==> src/rtl/nlm_pkg.sv <==
// Shared encodings and size helpers for the NLM output normaliser.
package nlm_pkg;

    typedef enum logic [1:0] {
        MODE_BYPASS  = 2'd0,
        MODE_DENOISE = 2'd1,
        MODE_BLEND   = 2'd2,
        MODE_RSVD    = 2'd3
    } mode_e;

    localparam int STR_W   = 5;
    localparam int STR_MAX = 16;

    // One capture/range-check stage ahead of the bit stages, blend and output register after.
    localparam int PRE_STAGES  = 1;
    localparam int POST_STAGES = 2;

    function automatic int latency(input int data_w);
        return PRE_STAGES + data_w + POST_STAGES;
    endfunction

    function automatic int cnt_w(input int n);
        return (n > 1) ? $clog2(n) : 1;
    endfunction

    localparam int DEF_COL_W = cnt_w(1920);
    localparam int DEF_ROW_W = cnt_w(1080);

endpackage

==> src/rtl/nlm_div_pipe.sv <==
// Pipelined restoring divider, one quotient bit per stage, with an opaque sideband tag.
// Dividend high part must fit the divisor width (NUM_W - QUO_W == DEN_W).
module nlm_div_pipe #(
    parameter int NUM_W = 26,
    parameter int DEN_W = 14,
    parameter int QUO_W = 12,
    parameter int TAG_W = 1
) (
    input  logic             clk,
    input  logic             rst,
    input  logic             valid_i,
    input  logic [NUM_W-1:0] num_i,
    input  logic [DEN_W-1:0] den_i,
    input  logic [TAG_W-1:0] tag_i,
    output logic             valid_o,
    output logic [QUO_W-1:0] quo_o,
    output logic             dz_o,
    output logic [TAG_W-1:0] tag_o
);

    logic [QUO_W:0]            vld_pipe_q, vld_pipe_d;
    logic [QUO_W:0]            ovf_q, ovf_d, dz_q, dz_d;
    logic [QUO_W:0][DEN_W-1:0] rem_q, rem_d, den_q, den_d;
    logic [QUO_W:0][QUO_W-1:0] lo_q, lo_d, quo_q, quo_d;
    logic [QUO_W:0][TAG_W-1:0] tag_q, tag_d;
    logic [DEN_W:0]            trial;
    logic                      ge;

    always_comb begin
        vld_pipe_d = '0;
        ovf_d      = '0;
        dz_d       = '0;
        rem_d      = '0;
        den_d      = '0;
        lo_d       = '0;
        quo_d      = '0;
        tag_d      = '0;
        trial      = '0;
        ge         = 1'b0;

        // Entry stage: a quotient >= 2^QUO_W shows up as high dividend >= divisor.
        vld_pipe_d[0] = valid_i;
        rem_d[0]      = num_i[NUM_W-1:QUO_W];
        lo_d[0]       = num_i[QUO_W-1:0];
        den_d[0]      = den_i;
        dz_d[0]       = (den_i == '0);
        ovf_d[0]      = (num_i[NUM_W-1:QUO_W] >= den_i);
        tag_d[0]      = tag_i;

        for (int k = 1; k <= QUO_W; k++) begin
            trial         = {rem_q[k-1], lo_q[k-1][QUO_W-1]};
            ge            = (trial >= {1'b0, den_q[k-1]});
            rem_d[k]      = ge ? DEN_W'(trial - {1'b0, den_q[k-1]}) : trial[DEN_W-1:0];
            lo_d[k]       = lo_q[k-1] << 1;
            den_d[k]      = den_q[k-1];
            quo_d[k]      = (quo_q[k-1] << 1) | QUO_W'(ge);
            vld_pipe_d[k] = vld_pipe_q[k-1];
            ovf_d[k]      = ovf_q[k-1];
            dz_d[k]       = dz_q[k-1];
            tag_d[k]      = tag_q[k-1];
        end
    end

    always_ff @(posedge clk or posedge rst) begin
        if (rst) begin
            vld_pipe_q <= '0;
            ovf_q      <= '0;
            dz_q       <= '0;
            rem_q      <= '0;
            den_q      <= '0;
            lo_q       <= '0;
            quo_q      <= '0;
            tag_q      <= '0;
        end else begin
            vld_pipe_q <= vld_pipe_d;
            ovf_q      <= ovf_d;
            dz_q       <= dz_d;
            rem_q      <= rem_d;
            den_q      <= den_d;
            lo_q       <= lo_d;
            quo_q      <= quo_d;
            tag_q      <= tag_d;
        end
    end

    logic unused_tail;
    assign unused_tail = ^{rem_q[QUO_W], den_q[QUO_W], lo_q[QUO_W]};

    assign valid_o = vld_pipe_q[QUO_W];
    assign quo_o   = ovf_q[QUO_W] ? '1 : quo_q[QUO_W];
    assign dz_o    = dz_q[QUO_W];
    assign tag_o   = tag_q[QUO_W];

endmodule

==> src/rtl/nlm_out_norm.sv <==
// NLM output normaliser: divides the weighted pixel sum by the weight sum,
// applies per-frame mode/strength, and passes border pixels through untouched.
module nlm_out_norm
    import nlm_pkg::*;
#(
    parameter int DATA_WIDTH   = 12,
    parameter int SUM_WIDTH    = 26,
    parameter int WSUM_WIDTH   = 14,
    parameter int IMAGE_WIDTH  = 1920,
    parameter int IMAGE_HEIGHT = 1080,
    parameter int BORDER       = 8
) (
    input  logic                  clk,
    input  logic                  rst,
    input  logic                  valid_i,
    input  logic [SUM_WIDTH-1:0]  pix_sum_i,
    input  logic [WSUM_WIDTH-1:0] weight_sum_i,
    input  logic [DATA_WIDTH-1:0] pix_i,
    input  logic [1:0]            mode_i,
    input  logic [STR_W-1:0]      strength_i,
    output logic                  valid_o,
    output logic [DATA_WIDTH-1:0] pix_original,
    output logic [DATA_WIDTH-1:0] pix_denoise,
    output logic                  line_sync_o,
    output logic                  frame_sync_o
);

    localparam int CW    = cnt_w(IMAGE_WIDTH);
    localparam int RW    = cnt_w(IMAGE_HEIGHT);
    localparam int ACC_W = DATA_WIDTH + 5;
    localparam logic [STR_W-1:0] SMAX = STR_W'(STR_MAX);

    typedef struct packed {
        logic [DATA_WIDTH-1:0] pix;
        mode_e                 mode;
        logic [STR_W-1:0]      str;
        logic                  border;
        logic                  line;
        logic                  frame;
    } tag_t;

    logic [CW-1:0]    col_q, col_d;
    logic [RW-1:0]    row_q, row_d;
    mode_e            mode_sh_q, mode_sh_d;
    logic [STR_W-1:0] str_sh_q, str_sh_d;
    logic             sof, border;
    tag_t             tag_in;

    // The (0,0) beat itself already uses the freshly captured settings, hence mode_sh_d in the tag.
    always_comb begin
        col_d     = col_q;
        row_d     = row_q;
        mode_sh_d = mode_sh_q;
        str_sh_d  = str_sh_q;
        sof       = (col_q == '0) && (row_q == '0);
        if (valid_i) begin
            if (col_q == CW'(IMAGE_WIDTH - 1)) begin
                col_d = '0;
                row_d = (row_q == RW'(IMAGE_HEIGHT - 1)) ? '0 : row_q + RW'(1);
            end else begin
                col_d = col_q + CW'(1);
            end
            if (sof) begin
                mode_sh_d = mode_e'(mode_i);
                str_sh_d  = (strength_i > SMAX) ? SMAX : strength_i;
            end
        end
        border = (int'(col_q) < BORDER) || (int'(col_q) >= IMAGE_WIDTH - BORDER) ||
                 (int'(row_q) < BORDER) || (int'(row_q) >= IMAGE_HEIGHT - BORDER);
        tag_in.pix    = pix_i;
        tag_in.mode   = mode_sh_d;
        tag_in.str    = str_sh_d;
        tag_in.border = border;
        tag_in.line   = (col_q == '0);
        tag_in.frame  = sof;
    end

    always_ff @(posedge clk or posedge rst) begin
        if (rst) begin
            col_q     <= '0;
            row_q     <= '0;
            mode_sh_q <= MODE_BYPASS;
            str_sh_q  <= '0;
        end else begin
            col_q     <= col_d;
            row_q     <= row_d;
            mode_sh_q <= mode_sh_d;
            str_sh_q  <= str_sh_d;
        end
    end

    logic                  dv_vld, dv_dz;
    logic [DATA_WIDTH-1:0] dv_quo;
    tag_t                  dv_tag;

    nlm_div_pipe #(
        .NUM_W(SUM_WIDTH),
        .DEN_W(WSUM_WIDTH),
        .QUO_W(DATA_WIDTH),
        .TAG_W($bits(tag_t))
    ) u_div (
        .clk     (clk),
        .rst     (rst),
        .valid_i (valid_i),
        .num_i   (pix_sum_i),
        .den_i   (weight_sum_i),
        .tag_i   (tag_in),
        .valid_o (dv_vld),
        .quo_o   (dv_quo),
        .dz_o    (dv_dz),
        .tag_o   (dv_tag)
    );

    logic [DATA_WIDTH-1:0] q_sel;
    logic [ACC_W-1:0]      acc;
    logic                  b_vld_q, b_vld_d, b_line_q, b_line_d, b_frame_q, b_frame_d;
    logic [DATA_WIDTH-1:0] b_pix_q, b_pix_d, b_den_q, b_den_d;

    always_comb begin
        q_sel     = dv_dz ? dv_tag.pix : dv_quo;
        acc       = ACC_W'(q_sel) * ACC_W'(dv_tag.str) +
                    ACC_W'(dv_tag.pix) * ACC_W'(SMAX - dv_tag.str) + ACC_W'(8);
        case (dv_tag.mode)
            MODE_DENOISE: b_den_d = q_sel;
            MODE_BLEND:   b_den_d = acc[DATA_WIDTH+3:4];
            default:      b_den_d = dv_tag.pix;
        endcase
        if (dv_tag.border) b_den_d = dv_tag.pix;
        b_vld_d   = dv_vld;
        b_pix_d   = dv_tag.pix;
        b_line_d  = dv_tag.line;
        b_frame_d = dv_tag.frame;
    end

    // Blend sum peaks at 16*(2^DATA_WIDTH-1)+8, so the accumulator MSB never sets.
    logic unused_acc_msb;
    assign unused_acc_msb = acc[ACC_W-1];

    logic                  vld_o_q, vld_o_d, line_sync_q, line_sync_d, frame_sync_q, frame_sync_d;
    logic [DATA_WIDTH-1:0] pix_orig_q, pix_orig_d, pix_den_q, pix_den_d;

    always_comb begin
        vld_o_d      = b_vld_q;
        pix_orig_d   = b_vld_q ? b_pix_q : pix_orig_q;
        pix_den_d    = b_vld_q ? b_den_q : pix_den_q;
        line_sync_d  = b_vld_q & b_line_q;
        frame_sync_d = b_vld_q & b_frame_q;
    end

    always_ff @(posedge clk or posedge rst) begin
        if (rst) begin
            b_vld_q      <= 1'b0;
            b_line_q     <= 1'b0;
            b_frame_q    <= 1'b0;
            b_pix_q      <= '0;
            b_den_q      <= '0;
            vld_o_q      <= 1'b0;
            line_sync_q  <= 1'b0;
            frame_sync_q <= 1'b0;
            pix_orig_q   <= '0;
            pix_den_q    <= '0;
        end else begin
            b_vld_q      <= b_vld_d;
            b_line_q     <= b_line_d;
            b_frame_q    <= b_frame_d;
            b_pix_q      <= b_pix_d;
            b_den_q      <= b_den_d;
            vld_o_q      <= vld_o_d;
            line_sync_q  <= line_sync_d;
            frame_sync_q <= frame_sync_d;
            pix_orig_q   <= pix_orig_d;
            pix_den_q    <= pix_den_d;
        end
    end

    assign valid_o      = vld_o_q;
    assign pix_original = pix_orig_q;
    assign pix_denoise  = pix_den_q;
    assign line_sync_o  = line_sync_q;
    assign frame_sync_o = frame_sync_q;

endmodule

==> config.mk <==
export PLATFORM = sky130hd
export DESIGN_NAME = nlm_out_norm
export DESIGN_NICKNAME = d
export VERILOG_FILES = /design/src/rtl/nlm_pkg.sv /design/src/rtl/nlm_div_pipe.sv /design/src/rtl/nlm_out_norm.sv
export SDC_FILE = /design/constraint.sdc
export NUM_CORES = 2
export LEC_CHECK = 0
export BUFFER_PORTS_ARGS = -buffer_cell sky130_fd_sc_hd__buf_2
export CORE_MARGIN = 1.5
export CORE_UTILIZATION = 56
export DETAILED_ROUTE_END_ITERATION = 6
export PLACE_DENSITY = 0.75
export SYNTH_ARGS = -nofsm -noshare
export SYNTH_HDL_FRONTEND = slang
export SYNTH_SLANG_ARGS = --single-unit
==> constraint.sdc <==
create_clock -name clk -period 30 [get_ports clk]
set_clock_uncertainty 0.1 [all_clocks]
set_input_delay 6 -clock clk [delete_from_list [all_inputs] [get_ports clk]]
set_output_delay 6 -clock clk [all_outputs]
set_load 0.01 [all_outputs]
# Yosys cells after proc, flatten, opt, wreduce, memory -nomap -nowiden
# Index checks and enable logic that the tools add are counted.
dict set report classes {
  order_cmp 18
  multipliers 2
  n_eq_ne 4
  mux 22
  addsub 16
  n_bitwise 13
  reduce_logical 8
}
# operator count
set ops {}
lappend ops {{$ge A15 B14 Y1} 12}
lappend ops {{$mux W14} 11}
lappend ops {{$sub A14 B14 Y14} 11}
lappend ops {{$mux W12} 3}
lappend ops {{$pmux W12 S2} 1}
lappend ops {{$add A11 B1 Y11 const B} 2}
lappend ops {{$eq A11 B11 Y1 const B} 2}
lappend ops {{$ge A11 B11 Y1 const B} 2}
lappend ops {{$logic_not A11 Y1} 2}
lappend ops {{$lt A11 B4 Y1 const B} 2}
lappend ops {{$mux W11} 2}
lappend ops {{$add A16 B16 Y16} 1}
lappend ops {{$add A16 B4 Y16 const B} 1}
lappend ops {{$mul A12 B5 Y16} 1}
lappend ops {{$mul A13 B6 Y16} 1}
lappend ops {{$mux W5} 3}
lappend ops {{$ge A14 B14 Y1} 1}
lappend ops {{$logic_not A14 Y1} 1}
lappend ops {{$or A12 B1 Y12} 1}
lappend ops {{$or A11 B1 Y11} 1}
lappend ops {{$or A10 B1 Y10} 1}
lappend ops {{$or A9 B1 Y9} 1}
lappend ops {{$or A8 B1 Y8} 1}
lappend ops {{$or A7 B1 Y7} 1}
lappend ops {{14 further kinds} 18}
dict set report word_totals {
  ff_bits 900
  in_bits 62
  out_inout_bits 27
  elab_cells 161
}

# Longest topological paths before layout
dict set report depth {
  ltp_word 7
  depth_mapped 24
  mapped_depth_nobuf 22
}

# Hierarchy
# Synthesis repeated with hierarchy kept, for this count alone.
dict set report hier_totals {
  hier_cells 3044
  hier_area_um2 38652.1
}
# module instances area_each_um2 seq_area_each_um2 cells_each
set modules_own_cells {}
lappend modules_own_cells {nlm_div_pipe 1 31086.1 20444.6 2282}
lappend modules_own_cells {nlm_out_norm 1 7566.0 2077.0 762}

# Worst setup path after synthesis
# No wires, ideal clock.
dict set report synth_path {
  path_type {input to register}
  from {input valid_i}
  to {register row_q[10]}
  path_stages 6
  arrival_ps 7390
  required_ps 29823
  path_buffers 1
  setup_slack_ps 22433
  setup_ps 77
  path_cell_list {clkbuf_1 > nand3_1 > nor4_4 > nand3_1 > or3_1 > a21oi_1}
}
dict set report synth_via {
  elab_chain_len 1
}
# element line
set synth_rtl {}
lappend synth_rtl {{from (decl)} nlm_out_norm.sv:15} ;# input logic valid_i,
lappend synth_rtl {{$reduce_and A2 Y1 (no line)} --}
lappend synth_rtl {{to (signal assigned)} nlm_out_norm.sv:86} ;# row_q <= row_d;
lappend synth_rtl {{to (decl)} nlm_out_norm.sv:43} ;# logic [RW-1:0] row_q, row_d;
# No other way between the ends.
# A chain may end at the register's enable or synchronous reset.

==> flow_summary.ini <==
[yosys]
synth.ff_latch_count = 893
avgSynthCellArea_um2 = 12.5
ys.flop_type = dfrtp_1
ys_seq_area_share_pct = 58.2
async_flop_share_pct = 100
syn-num-nets = 3463
ys_warn_count = 0
synth_edf_count = 0
syn_inst = 3068
synthDistinctLibCells = 78
syn_area_um2 = 38400

[power]
ir_drop_v = 0.0000485
finalPower_mw = 3.80
powerDensity_nw_per_um2 = 88.6
power.leakage_nw = 20.5

[global_routing]
grtUsageMet3_pct = 3.39
grt_pass1_vias = 25300
grtUsageMet2_pct = 43.2
grt.busiest_layer = met2
antenna_found_initial = 0
grt_max_degree = 200
grt_usage_pct = 23.2
grtUsageMet1_pct = 26.7
grt_overflow = 0
grt_pass1_wl_um = 130000

[cts]
cts_root_buf = clkbuf_16
clockBufferDepth = 3
cts.clk_slew.worst_paths_ns = 0.07
cts_buffers = 86
numClockSinks = 893
clock_latency_ns = 0.65
cts_hold_buf = 0
post_cts_buffers = 0
h-tree-depth = 3
cts_resized = 0
cts_tree = yes

[sta]
fin_crit_ns = 9.34
fin_setup_tns_ns = 0
hold_ws_ns = 0.243
max_freq_mhz = 107
relSlewSlack_pct = 13.9
tightest_slew_ns = 1.29
setup_slack_ns = 20.66
setup_violations = 0
fin_crit_sh_pct = 31.1
hold_viol = 0
rsz0062_at_grt = no
slew_viol_final = 0

[routing]
drc = 0
vias = 22900
dr.pass1.iters = 5
drt-total-wl_um = 78100
viasPerCell = 5.52
wire_per_inst_um = 18.8
ant_nets = 0
drt_iter0_drc = 1575

[placement]
gp_congestion = 0.926
portBuffers = 88
placed_cells = 3993
place_area_um2 = 39800
post-dp-hpwl_um = 51800
dp_slack_ns = 19.83

[setup_path]
start_kind = primary input
path_class = in -> async
crit_buf_inv = 6
cpPeakStageDelay_ns = 0.93
path_delay_family = buffers and inverters
worstSetupEndpointType = async pin
cp.arrival_ns = 9.88
cp_max_fo = 199
worstPathCellList = buf_2 -> clkinvlp_4 -> buf_4 -> buf_12 -> buf_4 -> buf_4
cpMaxStageDelayCell = buf_4
required_ns = 30.54
path_common_cell = buf_4

[floorplanning]
dieArea_um2 = 70100
die_h_um = 265
core_um2 = 67500
start_util_pct = 56.8
die_x_um = 265
row_count = 95
boundaryPins = 89

[finish]
layout_common_cells = 893 x dfrtp_1, 377 x inv_1, 227 x ha_1
fin_area_um2 = 42900
syn2layout_area_growth_pct = 11.8
diodes = 0
final_nets = 3603
drive_above_1_share_pct = 10.5
finalNonFillerCells = 4151
layout_commonest_cell = dfrtp_1
utilization_pct = 63.5

[min_path]
min_path_type = reg -> reg

[status]
status = complete, no violations

[flow_run]
maxCapViolCount = 0
## state kept, by name, summed over array words and instances (netlist names), 11 cells and up
signal,count
b_den_q,12
pix_denoise,12
u_div.lo_q,12
u_div.dz_q,13
u_div.rem_q,168
b_pix_q,12
u_div.tag_d,264
u_div.tag_o,22
col_q,11
u_div.vld_pipe_q,13
u_div.ovf_q,13
u_div.den_d,168
u_div.quo_q,78
pix_original,12
row_q,11
u_div.lo_d,66
## layer usage
layer	vias to the layer above	part of all wire, %
met2	596	54
li1	10600	-
met3	210	3.8
met5	-	0
met4	0	3.9
met1	11600	38
## report_power, final
group          internal [mW]  switching [mW]  total, mW
Sequential              1.40           0.104       1.51
Clock                  0.681           0.474       1.16
Combinational          0.501           0.636       1.14
## logic make-up after synthesis
group	after synthesis	synth area share [%]
AOI/OAI and AO/OA	492	8.85
xor gates and xnor gates	119	2.75
adders and majority gates	333	12.9
buffers and inverters	430	4.32
DFF	893	58.2
muxes	158	4.54
and+or+nand+nor	643	8.38
## path summary, 6_finish.rpt
kind / startpoint / endpoint / slack, ns / cells past startpoint
min in group asynchronous: rst / u_div.den_d[53]$_DFF_PP0_ / 5.30 / 2
worst min register to register: u_div.quo_q[61]$_DFF_PP0_ / u_div.quo_q[74]$_DFF_PP0_ / 0.24 / 0
worst min-delay path: u_div.quo_q[61]$_DFF_PP0_ / u_div.quo_q[74]$_DFF_PP0_ / 0.24 / 0
max in group clk: valid_i / row_q[10]$_DFFE_PP0P_ / 22.59 / 6
worst max-delay path: rst / pix_denoise[2]$_DFFE_PP0P_ / 20.66 / 6
worst max register to register: u_div.tag_o[3]$_DFF_PP0_ / b_den_q[11]$_DFF_PP0_ / 22.91 / 22
## area by class of cell
type	instances	area, um2
multi-input combinational	1745	14400
sequential	893	22300
clock inverter	38	601
timing repair buffer	104	573
fill	4822	24600
tap	873	1090
inverter	378	1420
clock buffer	120	2480
## worst reg2reg max path, cell delays in order, from the launching register on
cell and delay (ns):
dfrtp_1 0.91, inv_1 0.16, ha_1 0.28, nor3b_1 0.15, xnor2_1 0.16, buf_4 0.22
nand2b_1 0.19, fa_1 0.50, fa_1 0.55, inv_1 0.06, fa_1 0.50, fa_1 0.55
inv_1 0.06, fa_1 0.52, inv_1 0.05, ha_1 0.36, o311ai_1 0.14, or3_4 0.40
a221oi_4 0.40, nor3_2 0.10, o41ai_2 0.36, xnor2_1 0.17, o22ai_1 0.10
## cell usage after synthesis, types with 24 or more instances
cell      count  share of area, %
nand2b_1     31              0.51
nor4_1       24              0.39
mux2_1       60               1.8
nand3_1      30              0.39
nand2_1     163               1.6
mux2_2       68               2.0
and2_1       63               1.0
mux2i_1      30              0.78
a21o_1       73               1.4
clkbuf_1     33              0.32
o21ai_0      78               1.0
fa_1        106               5.5
a21oi_1     120               1.6
o21a_1       44              0.86
ha_1        227               7.4
xnor2_1      73               1.7
nor3_1       39              0.51
dfrtp_1     893                58
nor2_1      150               1.5
nand4_1      47              0.77
xor2_1       45               1.0
nor2b_1      57              0.93
inv_1       378               3.7
No activity file was read; power rests on OpenSTA's default activity.
